### config.mk
export PLATFORM = sky130hd
export DESIGN_NAME = stopwatch_ctrl
export DESIGN_NICKNAME = d
export VERILOG_FILES = /design/src/rtl/stopwatch_ctrl.sv
export SDC_FILE = /design/constraint.sdc
export NUM_CORES = 1
export LEC_CHECK = 0
export ABC_AREA = 1
export BUFFER_PORTS_ARGS = -buffer_cell sky130_fd_sc_hd__buf_2
export CELL_PAD_IN_SITES_DETAIL_PLACEMENT = 2
export CELL_PAD_IN_SITES_GLOBAL_PLACEMENT = 2
export CORE_MARGIN = 5
export CORE_UTILIZATION = 41
export CTS_CLUSTER_DIAMETER = 50
export DETAILED_ROUTE_END_ITERATION = 8
export HOLD_SLACK_MARGIN = 0.02
export PLACE_DENSITY_LB_ADDON = 0.2
export SYNTH_ARGS = -nofsm -noshare
export SYNTH_HDL_FRONTEND = slang
export SYNTH_SLANG_ARGS = --single-unit
### constraint.sdc
create_clock -name CLK -period 5.6 [get_ports CLK]
set_clock_uncertainty 0.2 [all_clocks]
set_input_delay 0.84 -clock CLK [delete_from_list [all_inputs] [get_ports CLK]]
set_output_delay 0.84 -clock CLK [all_outputs]
set_load 0.02 [all_outputs]
### src/rtl/stopwatch_ctrl.sv
// Stopwatch control sequencer.
//  - Three raw buttons are synchronised and debounced. Each debounced
//    rising edge becomes a one-cycle event.
//  - A start/pause/lap/clear state machine drives the time-counter enable
//    (TICK), the clear strobe (CLR_OUT) and the display lap controls
//    (LAP_LATCH, HOLD).
//
// Signalling: there is no valid/ready handshake on this block. TICK,
// CLR_OUT and LAP_LATCH are single-cycle strobes that the consumer acts on
// in the cycle they are high. HOLD, RUNNING and STATE are levels derived
// directly from the state register. STATE doubles as the FSM debug view.
`timescale 1ns/1ps

// Synchroniser and debouncer for one raw button input.
module stopwatch_btn #(
    parameter int DEB_CYCLES = 120000
) (
    input  logic clk,
    input  logic rst,
    input  logic raw,
    output logic level,
    output logic rise
);

    localparam int CW = (DEB_CYCLES < 2) ? 1 : $clog2(DEB_CYCLES + 1);

    logic          sync1;
    logic          sync2;
    logic          level_d;
    logic [CW-1:0] stable_cnt;

    // Two-flop synchroniser for the asynchronous raw input.
    always_ff @(posedge clk or posedge rst) begin
        if (rst) begin
            sync1 <= 1'b0;
            sync2 <= 1'b0;
        end else begin
            sync1 <= raw;
            sync2 <= sync1;
        end
    end

    // Debounce: the level follows the synchronised input only after it has
    // disagreed for DEB_CYCLES consecutive samples. Any agreeing sample
    // restarts the count.
    always_ff @(posedge clk or posedge rst) begin
        if (rst) begin
            level      <= 1'b0;
            stable_cnt <= '0;
        end else if (sync2 == level) begin
            stable_cnt <= '0;
        end else if (stable_cnt == CW'(DEB_CYCLES - 1)) begin
            level      <= sync2;
            stable_cnt <= '0;
        end else begin
            stable_cnt <= stable_cnt + 1'b1;
        end
    end

    // Previous debounced level, used to form a one-cycle press event.
    always_ff @(posedge clk or posedge rst) begin
        if (rst) begin
            level_d <= 1'b0;
        end else begin
            level_d <= level;
        end
    end

    // Press event only. A release produces nothing.
    always_comb begin
        rise = level & ~level_d;
    end

endmodule

// Stopwatch sequencer top.
module stopwatch_ctrl #(
    parameter int TICK_DIV   = 120000,
    parameter int DEB_CYCLES = 120000
) (
    input  logic       CLK,
    input  logic       RST,
    input  logic       BTN_START,
    input  logic       BTN_LAP,
    input  logic       BTN_CLR,
    input  logic       CNT_MAX,
    output logic       TICK,
    output logic       CLR_OUT,
    output logic       LAP_LATCH,
    output logic       HOLD,
    output logic       RUNNING,
    output logic [2:0] STATE
);

    localparam int PW = $clog2(TICK_DIV);

    typedef enum logic [2:0] {
        S_IDLE  = 3'd0,
        S_RUN   = 3'd1,
        S_PAUSE = 3'd2,
        S_LAP   = 3'd3,
        S_SAT   = 3'd4
    } state_t;

    state_t        state;
    state_t        state_nxt;
    logic [PW-1:0] presc;
    logic          lap_latch_q;
    logic          clr_out_q;
    logic          lap_latch_nxt;
    logic          clr_out_nxt;

    logic start_lvl;
    logic lap_lvl;
    logic clr_lvl;
    logic start_rise;
    logic lap_rise;
    logic clr_rise;

    logic ev_start;
    logic ev_lap;
    logic ev_clr;
    logic counting;
    logic tick_c;

    stopwatch_btn #(.DEB_CYCLES(DEB_CYCLES)) u_btn_start (
        .clk   (CLK),
        .rst   (RST),
        .raw   (BTN_START),
        .level (start_lvl),
        .rise  (start_rise)
    );

    stopwatch_btn #(.DEB_CYCLES(DEB_CYCLES)) u_btn_lap (
        .clk   (CLK),
        .rst   (RST),
        .raw   (BTN_LAP),
        .level (lap_lvl),
        .rise  (lap_rise)
    );

    stopwatch_btn #(.DEB_CYCLES(DEB_CYCLES)) u_btn_clr (
        .clk   (CLK),
        .rst   (RST),
        .raw   (BTN_CLR),
        .level (clr_lvl),
        .rise  (clr_rise)
    );

    // Debounced levels are not needed beyond edge detection. They are kept
    // visible so a checker can bind to them.
    logic [2:0] btn_levels;
    always_comb begin
        btn_levels = {clr_lvl, lap_lvl, start_lvl};
    end

    // Event priority clr > start > lap. A higher-priority event swallows
    // any lower-priority one in the same cycle, even when the winner is
    // itself ignored in the current state (e.g. clr while running).
    always_comb begin
        ev_clr   = clr_rise;
        ev_start = start_rise & ~clr_rise;
        ev_lap   = lap_rise & ~clr_rise & ~start_rise;
    end

    // Count enable and tick generation. A tick can only occur while counting.
    always_comb begin
        counting = (state == S_RUN) || (state == S_LAP);
        tick_c   = counting && (presc == PW'(TICK_DIV - 1));
    end

    // Next-state and strobe decode. A saturating tick outranks button events,
    // because the counter has already reached its limit.
    always_comb begin
        state_nxt     = state;
        lap_latch_nxt = 1'b0;
        clr_out_nxt   = 1'b0;
        case (state)
            S_IDLE: begin
                if (ev_start) begin
                    state_nxt = S_RUN;
                end
            end
            S_RUN: begin
                if (tick_c && CNT_MAX) begin
                    state_nxt = S_SAT;
                end else if (ev_start) begin
                    state_nxt = S_PAUSE;
                end else if (ev_lap) begin
                    state_nxt     = S_LAP;
                    lap_latch_nxt = 1'b1;
                end
            end
            S_LAP: begin
                if (tick_c && CNT_MAX) begin
                    state_nxt = S_SAT;
                end else if (ev_start) begin
                    state_nxt = S_PAUSE;
                end else if (ev_lap) begin
                    state_nxt = S_RUN;
                end
            end
            S_PAUSE: begin
                if (ev_clr) begin
                    state_nxt   = S_IDLE;
                    clr_out_nxt = 1'b1;
                end else if (ev_start) begin
                    state_nxt = S_RUN;
                end
            end
            S_SAT: begin
                if (ev_clr) begin
                    state_nxt   = S_IDLE;
                    clr_out_nxt = 1'b1;
                end
            end
            default: begin
                state_nxt = S_IDLE;
            end
        endcase
    end

    // State register with registered one-cycle strobes.
    always_ff @(posedge CLK or posedge RST) begin
        if (RST) begin
            state       <= S_IDLE;
            lap_latch_q <= 1'b0;
            clr_out_q   <= 1'b0;
        end else begin
            state       <= state_nxt;
            lap_latch_q <= lap_latch_nxt;
            clr_out_q   <= clr_out_nxt;
        end
    end

    // Prescaler. It runs while counting and holds through PAUSE, so a resume
    // keeps the partial tick. It is cleared in IDLE and SAT.
    always_ff @(posedge CLK or posedge RST) begin
        if (RST) begin
            presc <= '0;
        end else if (counting) begin
            if (tick_c) begin
                presc <= '0;
            end else begin
                presc <= presc + 1'b1;
            end
        end else if (state == S_PAUSE) begin
            presc <= presc;
        end else begin
            presc <= '0;
        end
    end

    // Output mapping. The levels come straight from the state register, so
    // an asynchronous reset clears them without waiting for a clock edge.
    always_comb begin
        TICK      = tick_c;
        CLR_OUT   = clr_out_q;
        LAP_LATCH = lap_latch_q;
        HOLD      = (state == S_LAP);
        RUNNING   = counting;
        STATE     = state;
    end

endmodule

---- Yosys cells after proc, flatten, opt, wreduce, memory -nomap -nowiden ----
Cells that the tools add are included.
word-level totals
  bits in registers ....................... 85
  input bits .............................. 6
  output and inout bits ................... 8
  word-level logic and storage cells ...... 86
operators by class
  reduce and logical (&&, ||, !) cells .... 9
  muxes and demuxes ....................... 25
  equal/unequal tests ..................... 15
  $add $sub $neg .......................... 4
  bitwise gates (word level) .............. 14
operator list
  kind                                            count
  two-way mux 17 bit                              9
  adder 17 x 1 -> 17 bit (second input constant)  4
  == test 17 bit (second input constant)          4
  two-way mux 3 bit                               9
  case mux 3 bit (5 select lines)                 1
  NOT 1 bit                                       8
  bitwise AND 1 bit                               6
  == test 3 x 2 -> 1 bit (second input constant)  2
  two-way mux 1 bit                               6
  AND reduction 2 bit                             3
  != test 2 bit (second input constant)           2
  != test 4 x 1 -> 1 bit (second input constant)  1
  != test 4 x 3 -> 1 bit (second input constant)  1
  == test 1 bit                                   3
  == test 3 x 1 -> 1 bit (second input constant)  1
  == test 3 bit (second input constant)           1
  zero test 3 bit                                 1
  AND reduction 3 bit                             1
  logical AND 1 bit                               2
  OR reduction 2 bit                              1
  logical OR 1 bit                                1

---- Logic depth before layout (Yosys ltp) ----
  depth in word-level cells ............... 9
  mapped depth ............................ 11
  mapped depth without buffers ............ 11

---- By module ----
From an unflattened synthesis, not the netlist that was laid out.
unflattened totals
  cell total of the unflattened synthesis .. 604
  area, all modules ....................... 4723.3 sq um
by module, submodules not included
  module                         instances  area an instance (sq um)  cells an instance
  stopwatch_btn (u_btn_clr ...)  2          1126.1                    142
  stopwatch_ctrl                 1          1347.5                    179
  stopwatch_btn (u_btn_lap)      1          1123.6                    141

---- Least setup slack after synthesis ----
OpenSTA, ideal clock, no wires.
  path kind ............................... register -> output
  start ................................... reg state[0], in the netlist STATE[0]
  end ..................................... out TICK
  stages on the path, launching flop included .. 5
  arrival ................................. 1625 ps
  setup slack ............................. 2935 ps
  cells stage by stage .................... dfrtp_1 inv_2 nor2_4 nand2_1 nor4_1
between the ends
  word-level cells in the longest chain between the ends .. 3
RTL lines
  item                                                              RTL line  RTL
  start: declaration                                                105       state_t state;
  start signal: assignment                                          230       state <= state_nxt;
  == test 3 x 1 -> 1 bit or == test 3 x 2 -> 1 bit (tied branches)  168       counting = (state == S_RUN) || (state == S_LAP);
  logical OR 1 bit *                                                168
  net RUNNING                                                       91        output logic RUNNING,
  logical AND 1 bit *                                               169       tick_c = counting && (presc == PW'(TICK_DIV - 1));
  end: declaration                                                  87        output logic TICK,
The timed path passes the listed nets; every way through them passes the cells marked *.

---- Worst setup path after layout ----
  start ................................... reg presc[0]
  end ..................................... out TICK
between the ends
  word-level cells in the longest chain between the ends .. 2
RTL lines
  item                      RTL line  RTL
  start: declaration        107       logic [PW-1:0] presc;
  start signal: assignment  245       presc <= presc + 1'b1;
  start signal: assignment  248       presc <= presc;
  == test 17 bit            169
  logical AND 1 bit         169
No other way between the ends.

==> results_dict.tcl <==
set metrics [dict create \
    status "completed" \
    drtIter0Drc 112 \
    r2r-start "STATE[2]" \
    worst_pin_slew_ps 713 \
    cp.required_ps 4560 \
    syn_nets 555 \
    overflow 0 \
    cts_root_buf "clkbuf_8" \
    final_nets 577 \
    grt_start_max_net_pins 55 \
    cts_sinks 85 \
    cts_tree "done" \
    numCtsBuffers 9 \
    yosysTopAreaCellShare_pct 46.9 \
    pre_cts_slack_ps 3240 \
    postLayoutSetupSlackWorst_ps 2840 \
    dp_hpwl_microns 9200 \
    grt.total_usage_pct 20.7 \
    cp-start-kind "flip-flop" \
    ys_async_sr_fraction_pct 100 \
    synth_top_cell_by_area "dfrtp_1" \
    wl_per_cell_microns 17.4 \
    crit_fanout 4 \
    syn_inst 545 \
    synth-seq-cells 85 \
    dieArea_sq_mm 0.0133 \
    synth.distinct_cells 45 \
    cpPeakStageDelay_ps 400 \
    area_growth_pct 9.69 \
    syn_area_sq_mm 0.00453 \
    finalInstanceArea_sq_mm 0.00497 \
    crit_arrival_ps 1720 \
    gr-usage-met3_pct 2.79 \
    finalCritPeriodShare_pct 49.2 \
    ir_worst_vdd_v 0.000128 \
    ios 14 \
    min_path_cells 0 \
    start_util_pct 41.8 \
    yosys_warnings 0 \
    r2r_slack_ps 3230 \
    drc 0 \
    grt_util_met1_pct 25.9 \
    fillers 1257 \
    fmax_mhz 363 \
    cts_hold_buf 0 \
    p_leak_nw 2.14 \
    final_cell_mix "nor2_1, nand2_1, dfrtp_1" \
    drv_cap 0 \
    path_delay_family "simple AND/OR/NAND/NOR gates" \
    htree_levels 3 \
    p_per_area_mw_per_mm2 230 \
    cts_setup_buffers 0 \
    drtAntennaViolNets 0 \
    finalSetupViolCount 0 \
    portBuffers 13 \
    route.vias.total 3760 \
    hp-start "u_btn_clr.sync1" \
    fin_tns_setup_ps 0 \
    die_w_microns 115 \
    min_to "u_btn_clr.sync2" \
    path_class "flip-flop to primary output" \
    firstDrtPassIters 4 \
    synth.avg_cell_area_sq_um 8.31 \
    reg2reg_depth 6 \
    synth_area_leaders "dfrtp_1, nor2_1, nand2_1" \
    critPathSlowestCell "dfrtp_1" \
    grt_pass1_vias 4285 \
    drive_gt1_share_pct 14.9 \
    hold_path.class "flip-flop to flip-flop" \
    critPathBufInv 2 \
    via_per_inst 5.28 \
    place_area_sq_mm 0.00476 \
    slew_violations 0 \
    hold_viol 0 \
    ys.flop_type "dfrtp_1" \
    ys_seq_area_share_pct 46.9 \
    grt_pass1_wl_microns 21700 \
    rr_endpoint "presc[12]" \
    met2_usage_pct 36.8 \
    rsz0062_at_grt "no" \
    diodes 0 \
    cts-resized-gates 0 \
    wirelength_microns 12400 \
    mostFrequentLayoutCell "nor2_1" \
    core_sq_mm 0.0108 \
    crit_chain "ha_1 > inv_1 > nor2_2 > nand2_1 > nor4_1 > buf_2" \
    synth_edf_count 0 \
    clkTransAtPathRegs_ps 90 \
    gr-max-usage-layer "met2" \
    layout_min_cycle_time_ps 2760 \
    gp_congestion 0.841 \
    cts_max_path_buffers 2 \
    end_kind "primary output" \
    insertion_delay_ps 370 \
    antenna_found_initial 0 \
    relSlewSlack_pct 52.2 \
    setup.worst_path.start "presc[0]" \
    rows 38 \
    die_height_microns 115 \
]
[sequential cells by signal (all words and copies together), names as in the netlist, 3 cells and up]
signal and count:
u_btn_start.stable_cnt 17, STATE 3, presc 17, u_btn_lap.stable_cnt 17
u_btn_clr.stable_cnt 17
[worst max path at each step]
stage,end,cells past startpoint,slack (ps)
floorplan,CLR_OUT,1,2370
global placement,TICK,6,3290
detailed placement,TICK,6,3240
CTS,TICK,6,2800
global route,TICK,6,2650
finish,TICK,6,2840
[power by group]
group / internal, W / leakage (nW) / switching (W) / total [W]
clock: 0.000251 / 0.101 / 0.000231 / 0.000482
combinational: 0.00000817 / 0.874 / 0.0000266 / 0.0000347
sequential: 0.000621 / 1.17 / 0.00000529 / 0.000626
total: 0.000880 / 2.14 / 0.000262 / 0.00114
[through the flow]
step / std cells / total power [W] / hold slack, ps / util [%]
floorplan: 545 / 0.000661 / 131 / -
global placement: 696 / 0.000672 / 136 / 43.9
detailed placement: 696 / 0.000675 / 144 / 43.9
CTS: 712 / 0.00116 / 152 / 45.8
global route: 712 / 0.00119 / 153 / 45.8
finish: 712 / 0.00114 / 148 / 45.8
[final cells by class]
type	count	area, sq um	share of cell area, %
Clock buffer	12	135	2.72
Clock inverter	4	72.6	1.46
Inverter	64	254	5.11
Multi-Input combinational cell	393	2130	42.9
Sequential cell	85	2130	42.8
Tap cell	140	175	3.52
Timing Repair Buffer	14	72.6	1.46
[cells in the mapped netlist, types with 7 or more instances]
master     n
nor2_1   101
nand2_1   91
dfrtp_1   85
inv_1     55
nand3_1   37
xor2_1    18
nor3_1    16
nor4_1    14
a21oi_1   13
nor2_2    13
xnor2_1   13
nand2_2   11
nand4_1   11
inv_2      8
o21ai_0    7
[cells by family (layout without fill, tap and decap cells)]
logic type | after synthesis | after routing | synth area share, %
DFF | 85 | 85 | 46.9
buffers and inverters | 67 | 94 | 5.97
adders and majority gates | 4 | 4 | 1.10
and+or+nand+nor | 324 | 324 | 35.5
AOI/OAI and AO/OA | 34 | 34 | 4.45
xor gates and xnor gates | 31 | 31 | 5.99
[layer usage]
layer	share of wire (%)	routed length (microns)
met1	46	5670
met2	51	6290
met3	1.6	204
met4	1.8	223
met5	0	0
Power figures use the tool's default switching activity.
